File: src/rtl/mux_n_pipe.sv
// rtl/mux_n_pipe.sv - N-way select mux feeding a registered 2-entry valid/ready output buffer
module mux_n_pipe #(
    parameter int               WIDTH       = 32,
    parameter int               NUM_IN      = 4,
    parameter int               ONEHOT      = 0,
    parameter int               SEL_W       = 2,
    parameter logic [WIDTH-1:0] DEFAULT_VAL = '0
) (
    input  logic                    clk,
    input  logic                    rst,
    input  logic [NUM_IN*WIDTH-1:0] in_data,
    input  logic [SEL_W-1:0]        sel,
    input  logic                    in_valid,
    output logic                    in_ready,
    input  logic                    flush,
    output logic [WIDTH-1:0]        out_data,
    output logic                    out_err,
    output logic                    out_valid,
    input  logic                    out_ready
);

    typedef enum logic [1:0] {
        EMPTY = 2'd0,
        ONE   = 2'd1,
        TWO   = 2'd2
    } state_t;

    state_t           state;
    state_t           state_nxt;
    logic [WIDTH-1:0] entry0;
    logic [WIDTH-1:0] entry1;
    logic             err0;
    logic             err1;
    logic [WIDTH-1:0] cap_data;
    logic             cap_err;
    logic             push;
    logic             pop;
    logic             load0_cap;
    logic             load0_skid;
    logic             load1_cap;

    // Invalid selects resolve to DEFAULT_VAL with err set, so every select value is covered.
    generate
        if (ONEHOT != 0) begin : g_onehot
            logic [4:0] ones;

            always_comb begin
                ones     = '0;
                cap_data = DEFAULT_VAL;
                cap_err  = 1'b1;
                for (int k = 0; k < NUM_IN; k++) begin
                    ones = ones + 5'(sel[k]);
                end
                if (ones == 5'd1) begin
                    cap_err = 1'b0;
                    for (int k = 0; k < NUM_IN; k++) begin
                        if (sel[k]) begin
                            cap_data = in_data[k*WIDTH +: WIDTH];
                        end
                    end
                end
            end
        end else begin : g_binary
            always_comb begin
                cap_data = DEFAULT_VAL;
                cap_err  = 1'b1;
                for (int k = 0; k < NUM_IN; k++) begin
                    if (int'(sel) == k) begin
                        cap_data = in_data[k*WIDTH +: WIDTH];
                        cap_err  = 1'b0;
                    end
                end
            end
        end
    endgenerate

    // in_ready comes only from registered state and flush, so downstream ready never ripples upstream.
    assign in_ready  = (state != TWO) && !flush;
    assign out_valid = (state != EMPTY);
    assign out_data  = entry0;
    assign out_err   = err0;
    assign push      = in_valid && in_ready;
    assign pop       = out_valid && out_ready;

    always_comb begin
        state_nxt  = state;
        load0_cap  = 1'b0;
        load0_skid = 1'b0;
        load1_cap  = 1'b0;
        if (flush) begin
            state_nxt = EMPTY;
        end else begin
            case (state)
                EMPTY: begin
                    if (push) begin
                        state_nxt = ONE;
                        load0_cap = 1'b1;
                    end
                end
                ONE: begin
                    if (push && pop) begin
                        load0_cap = 1'b1;
                    end else if (push) begin
                        state_nxt = TWO;
                        load1_cap = 1'b1;
                    end else if (pop) begin
                        state_nxt = EMPTY;
                    end
                end
                TWO: begin
                    if (pop) begin
                        state_nxt  = ONE;
                        load0_skid = 1'b1;
                    end
                end
                default: state_nxt = EMPTY;
            endcase
        end
    end

    always_ff @(posedge clk or posedge rst) begin
        if (rst) begin
            state <= EMPTY;
        end else begin
            state <= state_nxt;
        end
    end

    // Entries are only overwritten on load; pop and flush leave stale contents behind.
    always_ff @(posedge clk or posedge rst) begin
        if (rst) begin
            entry0 <= '0;
            err0   <= 1'b0;
            entry1 <= '0;
            err1   <= 1'b0;
        end else begin
            if (load0_cap) begin
                entry0 <= cap_data;
                err0   <= cap_err;
            end else if (load0_skid) begin
                entry0 <= entry1;
                err0   <= err1;
            end
            if (load1_cap) begin
                entry1 <= cap_data;
                err1   <= cap_err;
            end
        end
    end

endmodule

File: config.mk
export PLATFORM = sky130hd
export DESIGN_NAME = mux_n_pipe
export DESIGN_NICKNAME = d
export VERILOG_FILES = /design/src/rtl/mux_n_pipe.sv
export SDC_FILE = /design/constraint.sdc
export NUM_CORES = 1
export LEC_CHECK = 0
export ABC_CLOCK_PERIOD_IN_PS = 2400
export BUFFER_PORTS_ARGS = -buffer_cell sky130_fd_sc_hd__buf_2
export CORE_MARGIN = 8
export CORE_UTILIZATION = 40
export DETAILED_ROUTE_END_ITERATION = 16
export MAX_ROUTING_LAYER = met4
export PLACE_DENSITY = 0.7
export SYNTH_ARGS = -nofsm -noshare
export SYNTH_HDL_FRONTEND = slang
export SYNTH_SLANG_ARGS = --single-unit
File: constraint.sdc
create_clock -name clk -period 2.4 [get_ports clk]
set_input_delay 0.12 -clock clk [delete_from_list [all_inputs] [get_ports clk]]
set_output_delay 0.12 -clock clk [all_outputs]
set_load 0.02 [all_outputs]
Word level (Yosys, flattened, before mapping)
Index checks and enable logic that the tools add are counted.
- register bits: 68
- input bits: 135
- output and inout bits: 35
- logic and storage cells: 54
- equal/unequal tests: 10
- mux-type cells: 29
- reduce and logical (&&, ||, !) cells: 10
- operators by type and width (cell ; number):
    2-to-1 mux 32 bit ; 6
    2-to-1 mux 1 bit ; 15
    2-to-1 mux 2 bit ; 6
    != test 3 bit, second input constant ; 3
    equality test 2 bit, second input constant ; 3
    case mux 2 bit (3 select lines) ; 1
    equality test 2 x 1 -> 1 bit, second input constant ; 2
    logical AND 1 bit ; 4
    logical NOT 2 bit ; 2
    != test 4 bit, second input constant ; 1
    AND reduction 4 bit ; 1
    nonzero test 2 bit ; 2
    != test 2 bit, second input constant ; 1
    case mux 1 bit (2 select lines) ; 1
    logical NOT 1 bit ; 1

Depth between registers and ports, before layout
- depth after elaboration: 8
- depth in mapped cells: 7

Worst setup path after synthesis
OpenSTA, ideal clock, no wires.
- path type: register to register
- start: register state[1]
- end: register entry0[31] (netlist: out_data[31])
- library setup time: 0.125 ns
- arrival: 1.607 ns
- data required time: 2.275 ns
- setup slack: 0.668 ns
- cell stages (with the launch flop): 6
- path buffers: 1
- period minus slack after synthesis: 1.732 ns
- path through: dfrtp_1 > nor3b_4 > nand2_4 > buf_2 > mux2_1 > mux2_2
- cells in the longest elaborated chain, start to end: 8
- elaborated cells on any way between the ends: 18
- classes of those cells: eq/ne: 3; mux: 8; reduce/logical: 7
- ends and longest elaborated chain (element ; RTL line ; source):
    start: declaration ; 28 ; state_t state;
    start signal: assignment ; 125 ; state <= state_nxt;
    != test 2 bit ; 78 ; assign in_ready = (state != TWO) && !flush;
    logical AND 1 bit ; 78 ;
    logical AND 1 bit ; 82 ; assign push = in_valid && in_ready;
    logical AND 1 bit ; 101 ; if (push && pop) begin
    2-to-1 mux 1 bit ; 101 ;
    case mux 1 bit (2 select lines) ; 93 ; case (state)
    2-to-1 mux 1 bit ; 90 ; if (flush) begin
    2-to-1 mux 32 bit or nonzero test 2 bit (tied branches) ; - ;
    end signal: assignment ; 138 ; entry0 <= cap_data;
    end signal: assignment ; 141 ; entry0 <= entry1;
    end: declaration ; 30 ; logic [WIDTH-1:0] entry0;
Several ways; a longest one is shown, not always the timed one.
A chain may end at the register's enable or synchronous reset.

Final worst setup path
Ends and elaborated chain as after synthesis.

==> metrics.md <==
| Metric | Value |
|---|---|
| Outcome | completed |
| Cell Rows | 35 |
| Total core area | approximately 9000 um2 |
| Post-synthesis mux area share | ~44% |
| Vias in the first global route | 3100 |
| Setup violators final | 0 |
| Clk root buf | clkbuf_8 |
| Synth Area in Adders | 0% |
| Skew final | 0.0128 ns |
| Largest family of logic cells by synthesized area | multiplexers |
| Clk_lat worst skew | approximately 0.33 ns |
| Final Cycle Share | 84.6% |
| Filler Cells Inserted | 801 |
| Pins Over Slew Limit | 0 |
| Vias post-DR | ~2800 |
| Synthesized-area fraction occupied by xor and xnor cells | 0% |
| Fraction of the mapped netlist area in simple logic gates | 4.26% |
| Avg Vias per Cell | between 5 and 6 |
| Hold Path Class | in -> async |
| Global-route wire length before repair | roughly 15000 um |
| LEAKAGE | about 0.0023 uW |
| CTS Buffer Depth | 2 |
| Worst slew pin tran | about 0.85 ns |
| CTS sink cnt | 68 |
| IO Pins | 170 |
| Power, Total | 3930 uW |
| Num CTS Buffers | 9 |
| HPWL after DPL | about 7200 um |
| Syn nets | 382 |
| Antenna viol nets, final | 0 |
| RSZ-0062 raised after global routing | false |
| Final min period | 2.03 ns |
| Grt total ovfl | 0 |
| Initial Utilization | between 40% and 50% |
| Syn Area/Cell | between 15 and 20 um2 |
| First DRT Iteration DRCs | 82 |
| Drt pass-1 iters | 4 |
| DRC | 0 |
| Synth Area in Compound Gates | 3.32% |
| P&R area growth vs syn | 31.3% |
| Overall Global Routing Usage | between 10% and 20% |
| CTS tree | built |
| Routed length per instance | approximately 18 um |
| Fmax | about 490 MHz |
| Endpoints failing hold | 0 |
| Power Density | about 800 nW/um2 |
| Die W | between 100 and 150 um |
| Antenna Cells | 0 |
| Synthesized instance count | 247 |
| WS Path Type | reg -> reg |
| Register area share after synthesis | between 40% and 50% |
| Yosys reg bits | a little under 70 |
| MaxCap Viol Count | 0 |
| Routability cong. | around 0.74 |
| Initial antenna violation count | 0 |
| Port buffer count | roughly 170 |
| Largest net degree at the start of global routing | 69 |
| CP required | approximately 2.6 ns |
| Crit start category | flop |
| H-tree levels | 3 |
| Worst setup EP type | flop |
| Data arrival time of the critical path | approximately 2.2 ns |
| Min Hold Slack | around 0.049 ns |
| Worst vdd ir | roughly 330 uV |
| Layout cell share with drive strength beyond 1 | 71.1% |
| Die footprint | roughly 13000 um2 |
| Total detailed-routing wirelength | roughly 9400 um |
| Crit Path Max Fanout | 36 |
| Worst-path clk slew | ~0.08 ns |
| TNS Setup | 0 ns |
| Mapped cell area | 3730 um2 |
| Ys Warns | 0 |
| Height of the die | approximately 110 um |
| Final nets | between 500 and 600 |
| Worst rel slew slack | 43.4% |
| Cell variety after synth | 30 |
[metrics by stage]
stage | std cells | instance area, um2 | setup WS, ns | util (%)
3_3_place_gp | 513 | 4670 | 0.461 | 51.0
2_1_floorplan | 247 | 3730 | 0.568 | -
3_5_place_dp | 513 | 4670 | 0.403 | 51.0
5_1_grt | 530 | 4900 | 0.269 | 53.6
6_report | 530 | 4900 | 0.369 | 53.6
4_1_cts | 530 | 4900 | 0.376 | 53.6
[critical path, cell delays in order, from the launching register on]
cell     delay (ns)
dfrtp_1        0.47
nor3b_4        0.39
nand2_4        0.35
mux2_1         0.43
mux2_2         0.26
[final cells by class]
class / count / area (um2) / area share (%)
tap: 111 / 139 / 2.83
sequential: 68 / 1700 / 34.7
clock inverter: 3 / 42.5 / 0.868
clock buffer: 13 / 179 / 3.65
inverter: 1 / 3.75 / 0.0766
timing repair buffer: 175 / 918 / 18.7
multi-input combinational: 159 / 1920 / 39.1
[worst paths after layout]
check	from	cells after the start	to	slack (ns)
hold / removal	rst	3	state[0]	0.05
min in group clk	flush	2	state[0]	0.06
setup reg to reg	state[1]	4	out_data[31]	0.37
max in group asynchronous	rst	3	entry1[21]	1.80
hold reg to reg	err1	1	err1	0.49
setup / recovery	state[1]	4	out_data[31]	0.37
[cell families after synthesis]
logic type             after synthesis
buffers and inverters               20
muxes                              113
DFF                                 68
and+or+nand+nor                     27
AOI/OAI and AO/OA                   19
[cells in the final DEF (no fill, tap or decap), types with 2 or more instances in the layout]
cell / count
nand2_1: 2
nor2_1: 10
clkbuf_8: 13
mux2_2: 68
dfrtp_1: 68
nor2b_1: 2
mux2i_1: 9
mux4_2: 32
mux2_1: 2
a221o_1: 4
buf_12: 2
buf_2: 169
mux2_4: 2
buf_4: 3
a21oi_1: 11
and3_1: 4
[synthesized netlist by cell type]
cell / number / area share (%)
dfrtp_1: 68 / 46
mux2_2: 68 / 21
mux4_2: 32 / 19
a21oi_1: 12 / 1.6
nor2_1: 10 / 1.0
mux2i_1: 9 / 2.4
buf_2: 7 / 0.94
a221o_1: 4 / 1.1
and3_1: 4 / 0.67
buf_1: 3 / 0.30
buf_4: 3 / 0.60
buf_6: 3 / 0.91
clkbuf_1: 2 / 0.20
mux2_1: 2 / 0.60
mux2_4: 2 / 0.80
nand2_1: 2 / 0.20
nand2b_1: 2 / 0.34
nor2b_1: 2 / 0.34
a21o_1: 1 / 0.20
and2_1: 1 / 0.17
and3b_1: 1 / 0.23
clkbuf_2: 1 / 0.13
inv_1: 1 / 0.10
nand2_4: 1 / 0.30
nand3b_1: 1 / 0.20
nor3_1: 1 / 0.13
nor3b_4: 1 / 0.50
o21a_1: 1 / 0.20
o22a_1: 1 / 0.23
or2_2: 1 / 0.17
[state kept, by name, summed over array words and instances, names as in the netlist]
name	flops
entry1	32
out_data	32
state	2
out_err	1
err1	1
[timing repair]
item,in CTS,in global routing
setup buffers,0,0
hold buffers,1,0
hold endpoints to repair,1,0
gates resized for setup,0,0
[per-layer routing]
layer  track usage [%]  up-vias  share of wire [%]
met5                 -        -                  0
met4              5.85        0                1.2
met3              3.76       11                6.0
met1              18.5     1396                 44
met2              24.7      111                 49
li1                  -     1284                  -
[power by group]
part	internal [uW]	switching, uW	leakage (uW)
registers	1510	170	0.000829
clock network	592	409	0.000112
logic	658	594	0.00139
Power figures use the tool's default switching activity.
